`src/rtl/cnn_layer_accel_awe_pkg.sv`:
```
// Shared types and widths for the AWE row-buffer read sequencer.
// Widths mirror the accelerator defines header (pixel width, CEs per AWE,
// kernel size, dimension width). The beat struct is sized from these
// constants, so the sequencer parameters must keep their default values.
package cnn_layer_accel_awe_pkg;

    localparam int PIXEL_WIDTH    = 16;
    localparam int NUM_CE_PER_AWE = 2;
    localparam int KERNEL_SIZE    = 3;
    localparam int DIM_WIDTH      = 10;
    localparam int WORD_WIDTH     = PIXEL_WIDTH * NUM_CE_PER_AWE;
    localparam int CYC_WIDTH      = 3;

    typedef enum logic [2:0] {
        IDLE,
        PRIME,
        STREAM,
        DRAIN,
        DONE
    } state_e;

    // One CE beat: pixel word plus the tags that travel with it.
    typedef struct packed {
        logic [WORD_WIDTH-1:0] data;
        logic [DIM_WIDTH-1:0]  row;
        logic [DIM_WIDTH-1:0]  col;
        logic                  last_kernel;
        logic [CYC_WIDTH-1:0]  cycle;
    } beat_t;

endpackage

```
`src/rtl/cnn_layer_accel_awe_rb_loop_ctr.sv`:
```
// Four-level loop nest for the row-buffer read sequencer.
// Inner to outer: tap cycle (0..K-1), kernel, column pair (step 2), row.
// Ports:
//   clk, rst_n      clock, async active-low reset
//   clr_i           restart the nest at zero (frame start)
//   step_i          advance the nest by one tap
//   num_*_i         latched frame dimensions (all non-zero while stepping)
//   cyc_o, col_o, row_o   current position (col_o is the even column)
//   kern_last_o     current kernel is the last one
//   frame_last_o    current position is the final tap of the frame
module cnn_layer_accel_awe_rb_loop_ctr
    import cnn_layer_accel_awe_pkg::*;
#(
    parameter int C_KERNEL_SIZE = KERNEL_SIZE,
    parameter int C_DIM_WIDTH   = DIM_WIDTH
) (
    input  logic                   clk,
    input  logic                   rst_n,
    input  logic                   clr_i,
    input  logic                   step_i,
    input  logic [C_DIM_WIDTH-1:0] num_rows_i,
    input  logic [C_DIM_WIDTH-1:0] num_cols_i,
    input  logic [C_DIM_WIDTH-1:0] num_kernels_i,
    output logic [CYC_WIDTH-1:0]   cyc_o,
    output logic                   kern_last_o,
    output logic [C_DIM_WIDTH-1:0] col_o,
    output logic [C_DIM_WIDTH-1:0] row_o,
    output logic                   frame_last_o
);
    localparam logic [CYC_WIDTH-1:0]   CYC_MAX  = CYC_WIDTH'(C_KERNEL_SIZE - 1);
    localparam logic [C_DIM_WIDTH:0]   COL_STEP = (C_DIM_WIDTH + 1)'(2);
    localparam logic [C_DIM_WIDTH-1:0] ONE      = C_DIM_WIDTH'(1);

    logic [CYC_WIDTH-1:0]   cyc_q, cyc_d;
    logic [C_DIM_WIDTH-1:0] kern_q, kern_d;
    logic [C_DIM_WIDTH-1:0] col_q, col_d;
    logic [C_DIM_WIDTH-1:0] row_q, row_d;
    logic cyc_last, kern_last, col_last, row_last;

    assign cyc_last  = (cyc_q == CYC_MAX);
    assign kern_last = (kern_q == num_kernels_i - ONE);
    // Extra bit so an odd column count near 2^D does not wrap the compare.
    assign col_last  = (({1'b0, col_q} + COL_STEP) >= {1'b0, num_cols_i});
    assign row_last  = (row_q == num_rows_i - ONE);

    always_comb begin
        cyc_d  = cyc_q;
        kern_d = kern_q;
        col_d  = col_q;
        row_d  = row_q;
        if (clr_i) begin
            cyc_d  = '0;
            kern_d = '0;
            col_d  = '0;
            row_d  = '0;
        end else if (step_i) begin
            if (!cyc_last) begin
                cyc_d = cyc_q + CYC_WIDTH'(1);
            end else begin
                cyc_d = '0;
                if (!kern_last) begin
                    kern_d = kern_q + ONE;
                end else begin
                    kern_d = '0;
                    if (!col_last) begin
                        col_d = col_q + C_DIM_WIDTH'(2);
                    end else begin
                        col_d = '0;
                        row_d = row_last ? '0 : row_q + ONE;
                    end
                end
            end
        end
    end

    always_ff @(posedge clk or negedge rst_n) begin
        if (!rst_n) begin
            cyc_q  <= '0;
            kern_q <= '0;
            col_q  <= '0;
            row_q  <= '0;
        end else begin
            cyc_q  <= cyc_d;
            kern_q <= kern_d;
            col_q  <= col_d;
            row_q  <= row_d;
        end
    end

    assign cyc_o        = cyc_q;
    assign kern_last_o  = kern_last;
    assign col_o        = col_q;
    assign row_o        = row_q;
    assign frame_last_o = cyc_last & kern_last & col_last & row_last;

endmodule

```
`src/rtl/cnn_layer_accel_awe_rowbuf_rd_seq.sv`:
```
// Row-buffer read sequencer for one AWE. Walks the loop nest, reads a column
// slice from each row buffer per tap and presents the pair as lockstep beats
// on the two CE streams (ce0 = even column, ce1 = odd column).
// Ports:
//   clk, rst_n                 clock, async active-low reset
//   start, cfg_*               frame request; cfg latched on accepted start
//   busy, done                 frame in progress / 1-cycle completion pulse
//   rbN_rd_en/addr/data        row-buffer read ports (1-cycle latency, data
//                              held while rd_en low)
//   ce_rdy                     CE pair accepts the current beat
//   ceN_*/output_*_ceN         beat data, valid, row/col tags, last kernel,
//                              tap index
// Pipeline: read issued (stage 1 holds tags) -> output register loads the
// read data with its tags. Both stages move only on advance, so a stall
// freezes everything and relies on the BRAM holding its data.
module cnn_layer_accel_awe_rowbuf_rd_seq
    import cnn_layer_accel_awe_pkg::*;
#(
    parameter int C_PIXEL_WIDTH    = PIXEL_WIDTH,
    parameter int C_NUM_CE_PER_AWE = NUM_CE_PER_AWE,
    parameter int C_KERNEL_SIZE    = KERNEL_SIZE,
    parameter int C_DIM_WIDTH      = DIM_WIDTH
) (
    input  logic                                      clk,
    input  logic                                      rst_n,
    input  logic                                      start,
    input  logic [C_DIM_WIDTH-1:0]                    cfg_num_out_rows,
    input  logic [C_DIM_WIDTH-1:0]                    cfg_num_out_cols,
    input  logic [C_DIM_WIDTH-1:0]                    cfg_num_kernels,
    output logic                                      busy,
    output logic                                      done,
    output logic                                      rb0_rd_en,
    output logic                                      rb1_rd_en,
    output logic [C_DIM_WIDTH-1:0]                    rb0_rd_addr,
    output logic [C_DIM_WIDTH-1:0]                    rb1_rd_addr,
    input  logic [C_PIXEL_WIDTH*C_NUM_CE_PER_AWE-1:0] rb0_rd_data,
    input  logic [C_PIXEL_WIDTH*C_NUM_CE_PER_AWE-1:0] rb1_rd_data,
    input  logic                                      ce_rdy,
    output logic [C_PIXEL_WIDTH*C_NUM_CE_PER_AWE-1:0] ce0_pixel_dataout,
    output logic [C_PIXEL_WIDTH*C_NUM_CE_PER_AWE-1:0] ce1_pixel_dataout,
    output logic                                      ce0_pixel_dataout_valid,
    output logic                                      ce1_pixel_dataout_valid,
    output logic [C_DIM_WIDTH-1:0]                    output_row_ce0,
    output logic [C_DIM_WIDTH-1:0]                    output_row_ce1,
    output logic [C_DIM_WIDTH-1:0]                    output_col_ce0,
    output logic [C_DIM_WIDTH-1:0]                    output_col_ce1,
    output logic                                      ce0_last_kernel,
    output logic                                      ce1_last_kernel,
    output logic [CYC_WIDTH-1:0]                      ce0_cycle_counter,
    output logic [CYC_WIDTH-1:0]                      ce1_cycle_counter
);
    localparam int D = C_DIM_WIDTH;

    state_e state_q, state_d;
    logic [D-1:0] rows_q, rows_d, cols_q, cols_d, kerns_q, kerns_d;
    logic         s1_vld0_q, s1_vld0_d, s1_vld1_q, s1_vld1_d;
    logic [D-1:0] s1_row_q, s1_row_d, s1_col_q, s1_col_d;
    logic         s1_lk_q, s1_lk_d;
    logic [CYC_WIDTH-1:0] s1_cyc_q, s1_cyc_d;
    logic         vld0_q, vld0_d, vld1_q, vld1_d;
    beat_t        out0_q, out0_d, out1_q, out1_d;

    logic [CYC_WIDTH-1:0] cyc;
    logic [D-1:0] col, row;
    logic kern_last, frame_last;
    logic accept, cfg_zero, advance, active, issue, ce1_in_rng;

    assign accept   = (state_q == IDLE) && start;
    assign cfg_zero = (cfg_num_out_rows == '0) || (cfg_num_out_cols == '0) ||
                      (cfg_num_kernels == '0);
    assign advance  = !vld0_q || ce_rdy;
    assign active   = (state_q == PRIME) || (state_q == STREAM);
    assign issue    = active && advance;
    // Odd column count: the final pair of each row has no odd partner.
    assign ce1_in_rng = (({1'b0, col} + (D + 1)'(1)) < {1'b0, cols_q});

    cnn_layer_accel_awe_rb_loop_ctr #(
        .C_KERNEL_SIZE (C_KERNEL_SIZE),
        .C_DIM_WIDTH   (D)
    ) u_loop (
        .clk           (clk),
        .rst_n         (rst_n),
        .clr_i         (accept),
        .step_i        (issue),
        .num_rows_i    (rows_q),
        .num_cols_i    (cols_q),
        .num_kernels_i (kerns_q),
        .cyc_o         (cyc),
        .kern_last_o   (kern_last),
        .col_o         (col),
        .row_o         (row),
        .frame_last_o  (frame_last)
    );

    assign rb0_rd_en   = issue;
    assign rb1_rd_en   = issue && ce1_in_rng;
    // Addresses wrap modulo 2^D; zero outside the read window keeps reset quiet.
    assign rb0_rd_addr = active ? col + D'(cyc) : '0;
    assign rb1_rd_addr = active ? col + D'(cyc) + D'(1) : '0;

    always_comb begin
        state_d = state_q;
        unique case (state_q)
            IDLE:    if (start) state_d = cfg_zero ? DONE : PRIME;
            PRIME:   state_d = frame_last ? DRAIN : STREAM;
            STREAM:  if (advance && frame_last) state_d = DRAIN;
            // Stage 1 empty and output accepted (or already empty).
            DRAIN:   if (!s1_vld0_q && advance) state_d = DONE;
            DONE:    state_d = IDLE;
            default: state_d = IDLE;
        endcase
    end

    always_comb begin
        rows_d    = accept ? cfg_num_out_rows : rows_q;
        cols_d    = accept ? cfg_num_out_cols : cols_q;
        kerns_d   = accept ? cfg_num_kernels  : kerns_q;
        s1_vld0_d = s1_vld0_q;
        s1_vld1_d = s1_vld1_q;
        s1_row_d  = s1_row_q;
        s1_col_d  = s1_col_q;
        s1_lk_d   = s1_lk_q;
        s1_cyc_d  = s1_cyc_q;
        vld0_d    = vld0_q;
        vld1_d    = vld1_q;
        out0_d    = out0_q;
        out1_d    = out1_q;
        if (advance) begin
            s1_vld0_d = issue;
            s1_vld1_d = rb1_rd_en;
            if (issue) begin
                s1_row_d = row;
                s1_col_d = col;
                s1_lk_d  = kern_last;
                s1_cyc_d = cyc;
            end
            // Tags only reload with a real beat; a bubble just drops valid.
            vld0_d = s1_vld0_q;
            vld1_d = s1_vld1_q;
            if (s1_vld0_q) begin
                out0_d.data        = rb0_rd_data;
                out0_d.row         = s1_row_q;
                out0_d.col         = s1_col_q;
                out0_d.last_kernel = s1_lk_q;
                out0_d.cycle       = s1_cyc_q;
            end
            if (s1_vld1_q) begin
                out1_d.data        = rb1_rd_data;
                out1_d.row         = s1_row_q;
                out1_d.col         = s1_col_q + D'(1);
                out1_d.last_kernel = s1_lk_q;
                out1_d.cycle       = s1_cyc_q;
            end
        end
    end

    always_ff @(posedge clk or negedge rst_n) begin
        if (!rst_n) begin
            state_q   <= IDLE;
            rows_q    <= '0;
            cols_q    <= '0;
            kerns_q   <= '0;
            s1_vld0_q <= 1'b0;
            s1_vld1_q <= 1'b0;
            s1_row_q  <= '0;
            s1_col_q  <= '0;
            s1_lk_q   <= 1'b0;
            s1_cyc_q  <= '0;
            vld0_q    <= 1'b0;
            vld1_q    <= 1'b0;
            out0_q    <= '0;
            out1_q    <= '0;
        end else begin
            state_q   <= state_d;
            rows_q    <= rows_d;
            cols_q    <= cols_d;
            kerns_q   <= kerns_d;
            s1_vld0_q <= s1_vld0_d;
            s1_vld1_q <= s1_vld1_d;
            s1_row_q  <= s1_row_d;
            s1_col_q  <= s1_col_d;
            s1_lk_q   <= s1_lk_d;
            s1_cyc_q  <= s1_cyc_d;
            vld0_q    <= vld0_d;
            vld1_q    <= vld1_d;
            out0_q    <= out0_d;
            out1_q    <= out1_d;
        end
    end

    assign busy = (state_q != IDLE);
    assign done = (state_q == DONE);

    assign ce0_pixel_dataout       = out0_q.data;
    assign ce0_pixel_dataout_valid = vld0_q;
    assign output_row_ce0          = out0_q.row;
    assign output_col_ce0          = out0_q.col;
    assign ce0_last_kernel         = out0_q.last_kernel;
    assign ce0_cycle_counter       = out0_q.cycle;
    assign ce1_pixel_dataout       = out1_q.data;
    assign ce1_pixel_dataout_valid = vld1_q;
    assign output_row_ce1          = out1_q.row;
    assign output_col_ce1          = out1_q.col;
    assign ce1_last_kernel         = out1_q.last_kernel;
    assign ce1_cycle_counter       = out1_q.cycle;

endmodule

```
`config.mk`:
```
export PLATFORM = sky130hd
export DESIGN_NAME = cnn_layer_accel_awe_rowbuf_rd_seq
export DESIGN_NICKNAME = d
export VERILOG_FILES = /design/src/rtl/cnn_layer_accel_awe_pkg.sv /design/src/rtl/cnn_layer_accel_awe_rb_loop_ctr.sv /design/src/rtl/cnn_layer_accel_awe_rowbuf_rd_seq.sv
export SDC_FILE = /design/constraint.sdc
export NUM_CORES = 1
export LEC_CHECK = 0
export BUFFER_PORTS_ARGS = -buffer_cell sky130_fd_sc_hd__buf_2
export CORE_MARGIN = 2
export CORE_UTILIZATION = 50
export DETAILED_ROUTE_END_ITERATION = 10
export PLACE_DENSITY = 0.8
export SLEW_MARGIN = 20
export SYNTH_ARGS = -nofsm -noshare
export SYNTH_HDL_FRONTEND = slang
export SYNTH_SLANG_ARGS = --single-unit
```
`constraint.sdc`:
```
create_clock -name clk -period 3.2 [get_ports clk]
set_input_delay 0.64 -clock clk [delete_from_list [all_inputs] [get_ports clk]]
set_output_delay 0.64 -clock clk [all_outputs]
set_load 0.005 [all_outputs]
```
# == Yosys cells after proc, flatten, opt, wreduce, memory -nomap -nowiden ==
# Cells that the tools add are included.
# word_totals
register_bits,206
in_bits,98
out_inout_bits,138
# op_classes
n_addsub,11
magnitude_cmp,2
eq_ne,10
n_mux,26
n_bitwise,3
reduce_logical,27
# ops
operator,n
2-to-1 mux 10 bit,17
adder 10 x 1 -> 10 bit (second input constant),4
zero test 10 bit,3
2-to-1 mux 3 bit,7
equality test 10 bit,2
subtractor 10 x 1 -> 10 bit (second input constant),2
case mux 3 bit (4 select lines),1
adder 10 x 1 -> 11 bit (second input constant),1
adder 10 x 2 -> 11 bit (second input constant),1
greater-or-equal comparator 11 x 10 -> 1 bit,1
less-than comparator 11 x 10 -> 1 bit,1
adder 10 x 2 -> 10 bit (second input constant),1
adder 10 x 3 -> 10 bit,1
equality test 3 x 2 -> 1 bit (second input constant),3
AND reduction 2 bit,4
nonzero test 2 bit,4
AND reduction 3 bit,2
logical AND 1 bit,5
logical OR 1 bit,4
inequality test 2 bit (second input constant),2
AND reduction 4 bit,1
adder 3 x 1 -> 3 bit (second input constant),1
bitwise AND 1 bit,3
equality test 3 x 1 -> 1 bit (second input constant),1
6 further kinds,7

# == Longest topological paths before layout ==
# logic_depth
depth_word,8
ltp_mapped,13
depth_no_buf,12

# == Modules after synthesis ==
# A second synthesis with hierarchy kept.
# hier_totals
cells_unflattened,896
area_unflattened_um2,10377.5
# modules_own_cells
module,n_inst,cells_each,area_per_inst_um2,seq_area_each_um2
cnn_layer_accel_awe_rowbuf_rd_seq,1,572,7549.7,4329.2
cnn_layer_accel_awe_rb_loop_ctr,1,324,2827.7,800.8

# == Worst setup path after synthesis ==
# No wires, ideal clock.
# synth_path
path_kind,register -> register
startpoint,"reg u_loop.col_q[3], in the netlist u_loop.col_o[3]"
endpoint,"reg u_loop.col_q[8], in the netlist u_loop.col_o[8]"
setup_ns,0.064
arrival_ns,2.656
slack_ns,0.480
path_stages_with_launch,14
synth_period_minus_slack_ns,2.720
path_cell_list,dfrtp_1 -> clkbuf_1 -> nand3_1 -> nor2_1 -> xor2_1 -> ha_1 -> a21oi_1 -> nor2b_1 -> o21ai_0 -> o211a_1 -> and2_1 -> buf_1 -> and4b_1 -> a21o_1
# synth_via
elab_chain_len,7
word_cells_on_any_way,8
# synth_rtl
element,line_no,rtl
"start, declared",cnn_layer_accel_awe_rb_loop_ctr.sv:36,"logic [C_DIM_WIDTH-1:0] col_q, col_d;"
"start signal, assigned",cnn_layer_accel_awe_rb_loop_ctr.sv:85,col_q <= col_d;
adder 10 x 2 -> 11 bit,cnn_layer_accel_awe_rb_loop_ctr.sv:43,"assign col_last = (({1'b0, col_q} + COL_STEP) >= {1'b0, num_cols_i});"
greater-or-equal comparator 11 x 10 -> 1 bit,cnn_layer_accel_awe_rb_loop_ctr.sv:43,
2-to-1 mux 10 bit (*),cnn_layer_accel_awe_rb_loop_ctr.sv:65,if (!col_last) begin
2-to-1 mux 10 bit (*),cnn_layer_accel_awe_rb_loop_ctr.sv:61,if (!kern_last) begin
2-to-1 mux 10 bit (*),cnn_layer_accel_awe_rb_loop_ctr.sv:57,if (!cyc_last) begin
2-to-1 mux 10 bit (*),cnn_layer_accel_awe_rb_loop_ctr.sv:56,end else if (step_i) begin
2-to-1 mux 10 bit (*),cnn_layer_accel_awe_rb_loop_ctr.sv:51,if (clr_i) begin
# Mark *: on every way between the ends. The rest lies on a longest branch, timed or not. The select of a mux whose other input is x is not followed.
# A chain may end at the register's enable or synchronous reset.

# == Final worst setup path ==
# layout_path
startpoint,"reg u_loop.col_q[2], in the netlist u_loop.col_o[2]"
endpoint,out rb1_rd_addr[7]
# layout_via
elab_chain_len,3
# layout_rtl
element,line_no,rtl
adder 10 x 3 -> 10 bit,cnn_layer_accel_awe_rowbuf_rd_seq.sv:99,assign rb1_rd_addr = active ? col + D'(cyc) + D'(1) : '0;
adder 10 x 1 -> 10 bit,cnn_layer_accel_awe_rowbuf_rd_seq.sv:99,
2-to-1 mux 10 bit,cnn_layer_accel_awe_rowbuf_rd_seq.sv:99,
"end, declared",cnn_layer_accel_awe_rowbuf_rd_seq.sv:35,"output logic [C_DIM_WIDTH-1:0] rb1_rd_addr,"
# Every way passes these cells.

==> flow_summary.yaml <==
outcome:
  result_of_the_run: "finished clean"
synth:
  synth.net_count: 1039
  post_synth_inst_count: 915
  fraction_of_registers_with_async_set_or_reset_after_synthesis_pct: 100
  xor_xnor_portion_of_the_synthesized_cell_area_pct: 4.40
  netlist.top_cell.by_area: "dfrtp_1"
  synth_top_family_by_area: "simple AND/OR/NAND/NOR gates"
  synth.area.top_cells: "dfrtp_1 (52%), mux2_2 (13%), nand2_1 (6.1%)"
  synth-compound-area-share_pct: 8.02
  synth-edff-count: 0
  yosysWarningCount: 0
  synth_simple_gate_area_share_pct: 15.8
  synth.ff_latch_count: 203
  synth_top_area_share_pct: 52.0
  ys_seq_area_share_pct: 52.0
  synth.distinct_cells: 69
  yosys.area_share.adder_pct: 3.54
  yosys_most_used_dff: "dfrtp_1"
  synth_mux_area_share_pct: 12.8
  synth_cell_area_um2: 9760
  synth.avg_cell_area_um2: 10.7
die:
  width_of_the_die_um: 144
  i_o_pin_total: 236
  fp.dieArea_um2: 20700
  fp-row-count: 51
  initial_utilization_pct: 50.5
  chip_height_um: 144
  floorplan.core_area_um2: 19300
critical_path:
  timing.critical_path.to: "rb1_rd_addr[7]"
  crit_required_ns: 2.56
  worst_r2r_path_depth: 13
  rr_endpoint: "u_loop.col_o[8]"
  worst-setup-path-type: "reg -> out"
  setup.worst_path.start_class: "flip-flop"
  worst_setup_path_startpoint: "u_loop.col_o[2]"
  critPathArrivalTime_ns: 2.54
  timing.reg2reg.setup_slack_ns: 0.18
  worstPathMaxFanout: 5
  regToRegStartpoint: "u_loop.col_o[1]"
  worstSetupEndpointType: "output pin"
drt:
  drtIter0Drc: 366
  drt_pre_antenna_iters: 5
  routed_wirelength_um: 24800
  wire_per_inst_um: 17.3
  vias: 7597
  drc: 0
  detail_route.vias_per_cell: 5.30
  ant_nets: 0
sta:
  finalHoldViolCount: 0
  finalWorstPathRequiredPeriod_ns: 3.18
  grt_setup_unrepaired: "yes"
  setup_viol: 0
  worst_slew_pin_slew_ns: 0.613
  worst_clock_skew_ns: 0.00979
  worst_slack_ns: 0.0242
  maxSlewViolCount: 0
  slew_headroom_pct: 59.0
  max_freq_ghz: 0.315
  portion_of_the_clock_cycle_consumed_by_the_worst_path_in_the_final_layout_pct: 99.2
global_routing:
  grt_pass1_vias: 7316
  largest_net_degree_at_the_start_of_global_routing: 68
  grt_antenna_before_repair: 4
  grt_first_pass_wirelength_um: 37900
  groute.usage.overall_pct: 23.1
  grt.overflow.total: 0
finish:
  instances_no_fill: 1433
  post_route_cells_drive_above_1_share_pct: 38.6
  layout.core_utilization_pct: 63.1
  total_non_filler_cell_area_in_the_finished_layout_um2: 12200
  mostFrequentLayoutCells: "buf_2 (233), dfrtp_1 (200), nand2_1 (155), mux2_2 (110), o21ai_0 (48)"
  layout.nets: 1270
  final.fill_count: 1520
  area_growth_pct: 24.9
  layout.cells.most_common: "buf_2"
pwr:
  leakagePower_uw: 0.00600
  peakVddDrop_mv: 0.498
  power_per_cell_area_nw_per_um2: 984
placement:
  dp_worst_setup_slack_ns: 0.280
  number_of_cells_after_detailed_placement: 1378
  count_of_buffers_inserted_at_the_top_level_ports: 234
  area_after_detailed_placement_um2: 11200
  detailed_place_hpwl_um: 17900
  gp_congestion: 0.870
clock_tree:
  worst_setup_hold_path_clk_slew_ns: 0.06
  maximum_buffer_depth_of_the_clock_tree: 3
  holdBufCountCts: 0
  cts_tree: "built"
  cts.sink_count: 203
  clock_latency_ns: 0.51
  htree_num_levels: 1
  cts_made_buffers: 23
  cts_root_buffer: "clkbuf_16"
min_path:
  hold_crit_class: "in -> async"
job:
  drv.max_cap_violation_count: 0
flip-flops by register name, summed over array words and instances, names as in the netlist, 10 cells and up:
register,flops
ce0_pixel_dataout,32
ce1_pixel_dataout,32
cols_q,10
kerns_q,10
output_col_ce1,10
output_row_ce0,10
output_row_ce1,10
rows_q,10
s1_row_q,10
u_loop.kern_q,10
u_loop.row_o,10
logic make-up (layout without fill, tap and decap cells):
group / after synthesis / after routing
simple gates: 320 / 320
buf+inv: 82 / 330
xor+xnor: 49 / 49
fa+ha+maj: 28 / 28
flops: 203 / 203
mux: 111 / 111
compound gates: 121 / 121
other cells: 1 / 6
how the worst min path moves through the flow:
stage,slack [ns],startpoint,end
floorplan,0.34,rst_n,ce0_cycle_counter[0]
CTS,0.14,rst_n,rows_q[2]
global route,0.15,rst_n,rows_q[2]
finish,0.11,rst_n,rows_q[2]
global placement,0.45,output_col_ce1[0],output_col_ce1[0]
detailed placement,0.45,output_col_ce1[0],output_col_ce1[0]
final cells by class:
| class | count | area (um2) | share of cell area, % |
|---|---|---|---|
| Clock inverter | 13 | 155 | 1.27 |
| Tap cell | 265 | 332 | 2.72 |
| Timing Repair Buffer | 260 | 1430 | 11.7 |
| Antenna cell | 5 | 12.5 | 0.103 |
| Multi-Input combinational cell | 630 | 4450 | 36.5 |
| Sequential cell | 203 | 5080 | 41.7 |
| Clock buffer | 29 | 628 | 5.15 |
| Inverter | 28 | 108 | 0.883 |
per-layer routing:
metal	vias to the layer above	wire length, um	GRT usage, %
met2	270	12400	40.2
met1	3687	10100	28.8
met3	42	1740	4.73
met4	0	641	7.69
met5	-	0	0
li1	3598	-	-
critical path, stage by stage (launching register included):
cell	delay [ns]
dfrtp_2	0.45
ha_4	0.32
xor2_4	0.16
and3_4	0.20
maj3_2	0.19
nand2_2	0.08
or3_4	0.34
a21oi_2	0.15
buf_2	0.13
stage by stage:
stage / hold WS [ns] / setup TNS, ns / total power (uW)
5_1_grt: 0.154 / -0.132 / 12900
4_1_cts: 0.140 / -0.00103 / 12000
3_5_place_dp: 0.455 / 0 / 9110
6_report: 0.113 / 0 / 12000
2_1_floorplan: 0.344 / 0 / 7390
3_3_place_gp: 0.447 / 0 / 8920
where the power goes:
part           switching, uW  total, uW  leakage [uW]  internal [uW]
sequential               761       4320       0.00253           3550
combinational           2580       5000       0.00309           2410
clock                   1050       2690      0.000380           1640
total                   4400      12000       0.00600           7610
cells in the mapped netlist (10+ instances only):
library cell and number:
clkbuf_1 42, ha_1 26, or3_1 10, nand2_1 158, nand2b_1 16, nand4_1 11, o21ai_0 49, xor2_1 27
dfrtp_1 203, nor3_1 12, inv_1 28, and2_1 10, nor2_1 42, nand3_1 21, mux2_2 110, a21oi_1 19
xnor2_1 22
timing repair:
| item | 4_1_cts | 5_1_grt |
|---|---|---|
| pin swaps | 3 | 13 |
| resized for setup | 12 | 9 |
| setup endpoints to repair | 6 | 9 |
| buffers inserted | 6 | 2 |
No activity file was read; power rests on OpenSTA's default activity.
